**config.mk**
```make
export PLATFORM = sky130hd
export DESIGN_NAME = keypad_scan_ctrl
export DESIGN_NICKNAME = d
export VERILOG_FILES = /design/src/rtl/keypad_scan_ctrl.sv
export SDC_FILE = /design/constraint.sdc
export NUM_CORES = 1
export LEC_CHECK = 0
export BUFFER_PORTS_ARGS = -buffer_cell sky130_fd_sc_hd__buf_2
export CAP_MARGIN = 20
export CORE_ASPECT_RATIO = 1.2
export CORE_MARGIN = 4
export CORE_UTILIZATION = 35
export DETAILED_ROUTE_END_ITERATION = 8
export PLACE_DENSITY_LB_ADDON = 0.2
export SLEW_MARGIN = 20
export SYNTH_ARGS = -nofsm -noshare
export SYNTH_HDL_FRONTEND = slang
export SYNTH_SLANG_ARGS = --single-unit
```
**constraint.sdc**
```tcl
create_clock -name clk -period 11.1 [get_ports clk]
set_input_delay 2.775 -clock clk [delete_from_list [all_inputs] [get_ports clk]]
set_output_delay 2.775 -clock clk [all_outputs]
set_load 0.1 [all_outputs]
```
**src/rtl/keypad_scan_ctrl.sv**
```systemverilog
// keypad_scan_ctrl: active 4x4 keypad scanner with frame-level debouncing.
// One column is driven low at a time. The active-low rows are sampled at the
// end of each column dwell. The four samples form a frame, and the frame is
// classified as NONE, SINGLE or MULTI. A per-frame FSM accepts presses and
// releases after DEBOUNCE_SCANS consecutive agreeing frames.
module keypad_scan_ctrl #(
  parameter int CLK_HZ         = 50000000,
  parameter int SCAN_HZ        = 1000,
  parameter int DEBOUNCE_SCANS = 10
) (
  input  logic       clk,
  input  logic       rst,
  input  logic [3:0] row_n,
  output logic [3:0] col_n,
  output logic [3:0] key_code,
  output logic       key_valid,
  output logic       key_held
);

  localparam int DWELL = CLK_HZ / SCAN_HZ;
  localparam int CW    = (DWELL > 1) ? $clog2(DWELL) : 1;
  localparam int DW    = (DEBOUNCE_SCANS > 0) ? $clog2(DEBOUNCE_SCANS + 1) : 1;

  localparam logic [CW-1:0] DWELL_LAST = CW'(DWELL - 1);
  localparam logic [DW-1:0] DB_TARGET  = DW'(DEBOUNCE_SCANS);
  localparam logic [DW-1:0] DB_ONE     = DW'(1);

  typedef enum logic [1:0] {
    ST_RELEASED   = 2'd0,
    ST_PRESS_DB   = 2'd1,
    ST_PRESSED    = 2'd2,
    ST_RELEASE_DB = 2'd3
  } state_e;

  // Scan timing state
  logic [CW-1:0] cnt_q, cnt_d;
  logic [1:0]    col_idx_q, col_idx_d;
  logic [3:0]    col_n_q, col_n_d;

  // Frame accumulator: columns 0..2, bit index = col*4 + row, 1 = row low
  logic [11:0]   samp_q;

  // Debounce FSM state and registered outputs
  state_e        state_q;
  logic [3:0]    cand_q;
  logic [DW-1:0] dbc_q;
  logic [3:0]    key_code_q;
  logic          key_valid_q;
  logic          key_held_q;

  // Frame classification
  logic          sample_s;
  logic          frame_end_s;
  logic [15:0]   frame_s;
  logic [4:0]    ones_s;
  logic [3:0]    pos_s;
  logic          single_s;
  logic          match_s;
  logic [DW-1:0] dbc_sat_s;
  logic          db_done_s;

  // Key code lookup, indexed by {col[1:0], row[1:0]}
  function automatic logic [3:0] key_map(input logic [3:0] pos);
    logic [3:0] code;
    case (pos)
      4'd0:    code = 4'd1;   // r0 c0
      4'd1:    code = 4'd4;   // r1 c0
      4'd2:    code = 4'd7;   // r2 c0
      4'd3:    code = 4'd15;  // r3 c0 '*'
      4'd4:    code = 4'd2;   // r0 c1
      4'd5:    code = 4'd5;   // r1 c1
      4'd6:    code = 4'd8;   // r2 c1
      4'd7:    code = 4'd0;   // r3 c1
      4'd8:    code = 4'd3;   // r0 c2
      4'd9:    code = 4'd6;   // r1 c2
      4'd10:   code = 4'd9;   // r2 c2
      4'd11:   code = 4'd14;  // r3 c2 '#'
      4'd12:   code = 4'd10;  // r0 c3 'A'
      4'd13:   code = 4'd11;  // r1 c3 'B'
      4'd14:   code = 4'd12;  // r2 c3 'C'
      4'd15:   code = 4'd13;  // r3 c3 'D'
      default: code = 4'd0;
    endcase
    return code;
  endfunction

  assign sample_s    = (cnt_q == DWELL_LAST);
  assign frame_end_s = sample_s && (col_idx_q == 2'd3);
  // Column 3 is taken live from the rows at the frame-end sample
  assign frame_s     = {~row_n, samp_q};

  // Next dwell count and column: the count wraps only at the sample point
  always_comb begin
    cnt_d     = cnt_q;
    col_idx_d = col_idx_q;
    if (sample_s) begin
      cnt_d     = '0;
      col_idx_d = col_idx_q + 2'd1;
    end else begin
      cnt_d     = cnt_q + CW'(1);
    end
    col_n_d = ~(4'b0001 << col_idx_d);
  end

  // Scan counter, column index and registered column drive
  always_ff @(posedge clk or posedge rst) begin
    if (rst) begin
      cnt_q     <= '0;
      col_idx_q <= 2'd0;
      col_n_q   <= 4'b1110;
    end else begin
      cnt_q     <= cnt_d;
      col_idx_q <= col_idx_d;
      col_n_q   <= col_n_d;
    end
  end

  // Capture the settled rows of columns 0..2 into the frame accumulator
  always_ff @(posedge clk or posedge rst) begin
    if (rst) begin
      samp_q <= 12'd0;
    end else if (sample_s) begin
      case (col_idx_q)
        2'd0:    samp_q[3:0]  <= ~row_n;
        2'd1:    samp_q[7:4]  <= ~row_n;
        2'd2:    samp_q[11:8] <= ~row_n;
        default: samp_q       <= samp_q;
      endcase
    end else begin
      samp_q <= samp_q;
    end
  end

  // Count the closed contacts in the frame and locate the last one
  always_comb begin
    ones_s = 5'd0;
    pos_s  = 4'd0;
    for (int i = 0; i < 16; i++) begin
      if (frame_s[i]) begin
        ones_s = ones_s + 5'd1;
        pos_s  = 4'(i);
      end else begin
        ones_s = ones_s;
      end
    end
  end

  // A frame counts as a key only when exactly one contact is closed;
  // ghosting patterns always have three or more, so they are MULTI
  assign single_s  = (ones_s == 5'd1);
  assign match_s   = single_s && (pos_s == cand_q);
  assign dbc_sat_s = (dbc_q == DB_TARGET) ? dbc_q : (dbc_q + DB_ONE);
  assign db_done_s = (dbc_sat_s == DB_TARGET);

  // Per-frame debounce FSM with registered strobe, held flag and key code
  always_ff @(posedge clk or posedge rst) begin
    if (rst) begin
      state_q     <= ST_RELEASED;
      cand_q      <= 4'd0;
      dbc_q       <= '0;
      key_code_q  <= 4'd0;
      key_valid_q <= 1'b0;
      key_held_q  <= 1'b0;
    end else begin
      key_valid_q <= 1'b0;
      if (frame_end_s) begin
        case (state_q)
          ST_RELEASED: begin
            if (single_s) begin
              cand_q <= pos_s;
              if (DEBOUNCE_SCANS == 1) begin
                key_code_q  <= key_map(pos_s);
                key_valid_q <= 1'b1;
                key_held_q  <= 1'b1;
                dbc_q       <= '0;
                state_q     <= ST_PRESSED;
              end else begin
                dbc_q   <= DB_ONE;
                state_q <= ST_PRESS_DB;
              end
            end else begin
              dbc_q <= '0;
            end
          end
          ST_PRESS_DB: begin
            if (match_s) begin
              if (db_done_s) begin
                key_code_q  <= key_map(cand_q);
                key_valid_q <= 1'b1;
                key_held_q  <= 1'b1;
                dbc_q       <= '0;
                state_q     <= ST_PRESSED;
              end else begin
                dbc_q <= dbc_sat_s;
              end
            end else if (single_s) begin
              // A different single key restarts the debounce on that key
              cand_q <= pos_s;
              dbc_q  <= DB_ONE;
            end else begin
              dbc_q   <= '0;
              state_q <= ST_RELEASED;
            end
          end
          ST_PRESSED: begin
            if (!match_s) begin
              if (DEBOUNCE_SCANS == 1) begin
                key_held_q <= 1'b0;
                dbc_q      <= '0;
                state_q    <= ST_RELEASED;
              end else begin
                dbc_q   <= DB_ONE;
                state_q <= ST_RELEASE_DB;
              end
            end else begin
              dbc_q <= '0;
            end
          end
          ST_RELEASE_DB: begin
            if (!match_s) begin
              if (db_done_s) begin
                key_held_q <= 1'b0;
                dbc_q      <= '0;
                state_q    <= ST_RELEASED;
              end else begin
                dbc_q <= dbc_sat_s;
              end
            end else begin
              dbc_q   <= '0;
              state_q <= ST_PRESSED;
            end
          end
          default: begin
            dbc_q   <= '0;
            state_q <= ST_RELEASED;
          end
        endcase
      end else begin
        state_q <= state_q;
      end
    end
  end

  assign col_n     = col_n_q;
  assign key_code  = key_code_q;
  assign key_valid = key_valid_q;
  assign key_held  = key_held_q;

endmodule

```
==> flow_summary.ini, run 1 <==
[timing]
skew_ns = 0.00732
fin_crit_sh_pct = 91.0
relSlewSlack_pct = 30.2
hold_viol_final = 0
setup-violations-final = 0
rsz0062_at_grt = no
drv_slew = 0
fmax_ghz = 0.0990
fin_setup_tns_ns = 0
worst_pin_slew_ns = 1.04
period_minus_slack_ns = 10.10

[min_path]
hp-class = reg -> reg
min_path_cells = 1

[clock_network]
clock-sinks = 50
cts_resized = 0
clk_pin_slew_worst_paths_ns = 0.07
numCtsBuffers = 5
cts_max_level = 2
insertion_delay_ns = 0.29
tritoncts = done
cts_hold_buf = 0
root_buffer = clkbuf_16
clock_path_buffers = 2
postCtsSetupBuffers = 0

[layout]
diodes = 0
fillers = 1206
layout-drive-gt1-share_pct = 11.3
areaGrowthSynthToFinish_pct = 8.31
nNetsFinal = 505

[die]
core-area_sq_um = 11600
io_pins = 16
die_x_um = 108
initial_core_util_pct = 35.9
placementRows = 43
die-area_sq_um = 13700
die_h_um = 128

[pwr]
leakage_nw = 2.07
powerDensity_nw_per_um2 = 78.6
power_mw = 0.355
vdd_drop_max_v = 0.0000974

[placement]
dpl.hpwl_um = 6480
place.gp.congestion = 0.755
io_buffers = 15

[route]
ant_nets = 0
drt-pass1-iter-count = 4
num_vias = 3221
wire_per_inst_um = 13.3
routed_wl_um = 8440
drcViolationCount = 0
dr.first_iter.drc_count = 97
vias_per_cell = 5.07

[worst_setup_path]
end_kind = flip-flop
reg2regPathDepth = 47
critPathSlowestCell = a211oi_4
crit_type = reg -> reg
cp_common_cell = ha_1
required_ns = 11.28
crit_fanout = 6
crit_path_max_incr_delay_ns = 0.42
cp-start-kind = flip-flop
cp.arrival_ns = 10.28

[synthesis]
yosysUniqueCellTypes = 75
synth_cells = 472
netlist_top_cells_count = 63 x nand2_1, 47 x dfrtp_1, 36 x nor2_1
ys_ff_latch = 50
synth_nets = 500
yosysMostFrequentCell = nand2_1
seq_area_frac_synth_pct = 30.1
synth_ff_type = dfrtp_1
synth-edff-count = 0
netlist.area_leader.share_pct = 28.2
synth_warnings = 0
syn_area_sq_um = 4170
ys_top_cells_by_area = dfrtp_1 28%, xnor2_1 6.9%, ha_1 6.6%
yosys.area.top_type = dfrtp_1
synth_area_per_cell_sq_um = 8.84
async_reset_ff_share_pct = 100

[global_route]
grt_start_max_net_pins = 51
grt-ovfl-total = 0
grt_pass1_wl_um = 15500
grt_pass1_vias = 3342
antenna_found_initial = 0
grt.total_usage_pct = 13.4

[outcome]
status = completed

[job]
drv_cap = 0
-- cell usage in the layout (no fill, tap or decap), drive strengths merged, types with 3 or more instances in the layout --
| cell | synthesis | layout |
|---|---|---|
| nand2 | 63 | 63 |
| dfrtp | 47 | 47 |
| nor2 | 36 | 36 |
| xnor2 | 36 | 36 |
| o21ai | 32 | 32 |
| inv | 27 | 27 |
| xor2 | 23 | 23 |
| ha | 22 | 22 |
| a21oi | 19 | 19 |
| nand3 | 18 | 18 |
| buf | 7 | 16 |
| nor2b | 9 | 9 |
| nor3 | 9 | 9 |
| nor4 | 8 | 8 |
| nand4 | 8 | 8 |
| mux2 | 8 | 8 |
| xnor3 | 8 | 8 |
| mux2i | 7 | 7 |
| clkbuf | 11 | 5 |
| o31ai | 5 | 5 |
| a211oi | 5 | 5 |
| and3 | 4 | 4 |
| a21o | 4 | 4 |
| nor4b | 4 | 4 |
| and2 | 3 | 3 |
| nand2b | 3 | 3 |
| or3 | 3 | 3 |
| clkinv | 0 | 3 |
| dfstp | 3 | 3 |
| o311ai | 3 | 3 |
| or2 | 3 | 3 |
-- logic make-up after synthesis --
logic type	after synthesis	synth area share [%]
and+or+nand+nor	182	22.3
AOI/OAI and AO/OA	90	14.5
xor gates and xnor gates	67	18.1
DFF	50	30.1
buffers and inverters	45	4.29
adders and majority gates	23	6.84
muxes	15	3.84
-- layer usage --
metal / vias up / GRT usage (%) / part of all wire [%]
met1: 1512 / 17.4 / 47
li1: 1669 / - / -
met5: - / 0 / 0
met2: 34 / 23.3 / 51
met3: 6 / 1.92 / 2.1
met4: 0 / 3.71 / 0.55
-- worst paths after layout --
check	startpoint	to	slack, ns
min in group asynchronous	rst	dbc_q[3]	2.63
min reg2reg	cnt_q[0]	cnt_q[0]	0.46
min	cnt_q[0]	cnt_q[0]	0.46
max	samp_q[1]	dbc_q[3]	1.00
max reg2reg	samp_q[1]	dbc_q[3]	1.00
max in group asynchronous	rst	col_n[0]	7.95
-- state kept, by name (all words and copies together), names as in the netlist, 2 cells and up, named ones only --
name / count
col_idx_q: 2
cnt_q: 16
cand_q: 4
key_code: 4
dbc_q: 4
samp_q: 12
col_n: 4
-- per-stage QoR --
step	hold WS, ns	setup slack (ns)	utilization [%]	cells	area [sq um]
after detailed placement	0.457	0.996	37.6	627	4370
after global routing	0.500	0.220	38.9	635	4520
after global placement	0.459	1.24	37.6	627	4370
after CTS	0.466	0.955	38.9	635	4520
final	0.463	1.00	38.9	635	4520
after floorplan	0.433	1.81	-	472	4170
-- critical path, delay by kind of cell, from the launching register on --
family | cells | cell delay (ns)
buffers and inverters | 3 | 0.21
multiplexers | 3 | 0.80
XOR/XNOR | 2 | 0.40
AND/OR/NAND/NOR | 13 | 1.60
AO/OA/AOI/OAI | 12 | 2.62
adder cells (fa/ha/maj) | 14 | 3.95
flip-flops | 1 | 0.39
-- cell type report --
class	count	area, sq um	area share (%)
multi-input cells	377	2740	60.6
flip-flops and latches	50	1250	27.8
well taps	157	196	4.35
clock buffers	5	125	2.77
inverters	27	103	2.27
repair buffers	16	82.6	1.83
clock inverters	3	18.8	0.415
-- report_power, final --
group | internal, mW | switching (mW)
sequential | 0.183 | 0.00170
combinational | 0.00732 | 0.0134
clock | 0.0835 | 0.0662
total | 0.274 | 0.0814
(Power assumes the default switching activity.)
==> run 2, diff against run 1 <==
- REMOVE_ABC_BUFFERS: default -> 1
==> flow_summary.ini, run 2 (synthesis results as in run 1) <==
[clock_network]
cts_hold_buf = 0
cts_max_level = 2
tritoncts = done
postCtsSetupBuffers = 0
numCtsBuffers = 5
insertion_delay_ns = 0.28
root_buffer = clkbuf_16
clock_path_buffers = 2
cts_resized = 0
clk_pin_slew_worst_paths_ns = 0.07
clock-sinks = 50

[timing]
setup-violations-final = 0
worst_pin_slew_ns = 0.854
hold_viol_final = 0
skew_ns = 0.00562
period_minus_slack_ns = 10.19
fin_crit_sh_pct = 91.8
drv_slew = 0
relSlewSlack_pct = 43.0
rsz0062_at_grt = no
fmax_ghz = 0.0982
fin_setup_tns_ns = 0

[worst_setup_path]
cp.arrival_ns = 10.36
r2r_end = dbc_q[3]
reg2regPathDepth = 47
end_kind = flip-flop
crit-reg2reg-launch = samp_q[1]
crit_path_max_incr_delay_ns = 0.44
crit_fanout = 6
cp-start-kind = flip-flop
crit_type = reg -> reg
reg2reg_setup_slack_ns = 0.91
cp_common_cell = ha_1
critPathSlowestCell = a2bb2oi_1
required_ns = 11.27

[die]
io_pins = 16
placementRows = 43
core-area_sq_um = 11600
die_h_um = 128
initial_core_util_pct = 35.9
die_x_um = 108
die-area_sq_um = 13700

[layout]
mostFrequentLayoutCell = nand2_1
largest_register_ffs = 16
areaGrowthSynthToFinish_pct = 8.82
utilization_pct = 39.1
nNetsFinal = 505
fillers = 1207
layout-drive-gt1-share_pct = 11.3
mostFrequentLayoutCells = 63 x nand2_1, 47 x dfrtp_1, 36 x nor2_1, 33 x xnor2_1, 29 x o21ai_0
top_regs = cnt_q: 16 flops, samp_q: 12 flops
diodes = 0
regArea_sq_um = 1250
top_register = cnt_q
multi_input_area_sq_um = 2740

[route]
drcViolationCount = 0
drt-pass1-iter-count = 5
num_vias = 3319
ant_nets = 0
vias_per_cell = 5.23
wire_per_inst_um = 13.5
dr.first_iter.drc_count = 146
routed_wl_um = 8550

[placement]
place.gp.congestion = 0.819
io_buffers = 15
dpl.hpwl_um = 6540

[global_route]
grt_pass1_wl_um = 15200
grt_pass1_vias = 3241
grt.total_usage_pct = 13.1
antenna_found_initial = 0
grt_start_max_net_pins = 51
grt-ovfl-total = 0

[min_path]
min_path_cells = 1
worstHoldStart = cnt_q[0]
min_to = cnt_q[0]
hp-class = reg -> reg

[pwr]
powerDensity_nw_per_um2 = 82.8
vdd_drop_max_v = 0.0000808
leakage_nw = 2.08

[outcome]
status = completed

[job]
drv_cap = 0
[run 2: cell count changes in the layout (fill, tap and decap cells not counted), sizes merged]
cell,delta
bufinv,+1
inv,-1
[run 2: metal layers]
layer | wire length [um] | GRT usage [%]
met1 | 3880 | 17.1
met2 | 4340 | 23.0
met3 | 237 | 1.62
met4 | 86 | 3.05
met5 | 0 | 0
[run 2: worst max-delay path by stage]
| stage | from | slack (ns) | end | cells after the start |
|---|---|---|---|---|
| final | samp_q[1] | 0.91 | dbc_q[3] | 47 |
| after global routing | samp_q[1] | 0.13 | dbc_q[3] | 47 |
| after CTS | samp_q[1] | 0.94 | dbc_q[3] | 47 |
| after detailed placement | samp_q[1] | 0.97 | dbc_q[3] | 47 |
| after global placement | samp_q[1] | 1.26 | dbc_q[3] | 47 |
| after floorplan | samp_q[1] | 1.81 | dbc_q[3] | 47 |
[run 2: final cells by class]
class                      count  area share [%]
inverter                      27            2.26
sequential                    50            27.6
timing repair buffer          16            1.82
clock buffer                   5            2.76
tap                          157            4.33
clock inverter                 3           0.882
multi-input combinational    377            60.3
[run 2: critical path: cells and delay by family (launching register included)]
family	cells	cell delay [ns]
compound gates	12	2.70
xor+xnor	2	0.40
mux	3	0.81
buf+inv	3	0.22
fa+ha+maj	14	3.96
simple gates	13	1.60
flops	1	0.40
[run 2: report_power, final]
part | switching (mW) | internal, mW | total, mW
clock network | 0.0647 | 0.106 | 0.170
registers | 0.00167 | 0.183 | 0.185
logic | 0.0138 | 0.00744 | 0.0212
[run 2: metrics by stage]
step | instances | total power [mW] | hold slack (ns) | setup WS, ns | instance area [sq um]
floorplan | 454 | 0.202 | 0.433 | 1.81 | 4090
global placement | 627 | 0.209 | 0.462 | 1.26 | 4370
detailed placement | 627 | 0.209 | 0.468 | 0.971 | 4370
CTS | 635 | 0.382 | 0.485 | 0.944 | 4540
global route | 635 | 0.392 | 0.505 | 0.126 | 4540
finish | 635 | 0.376 | 0.474 | 0.913 | 4540
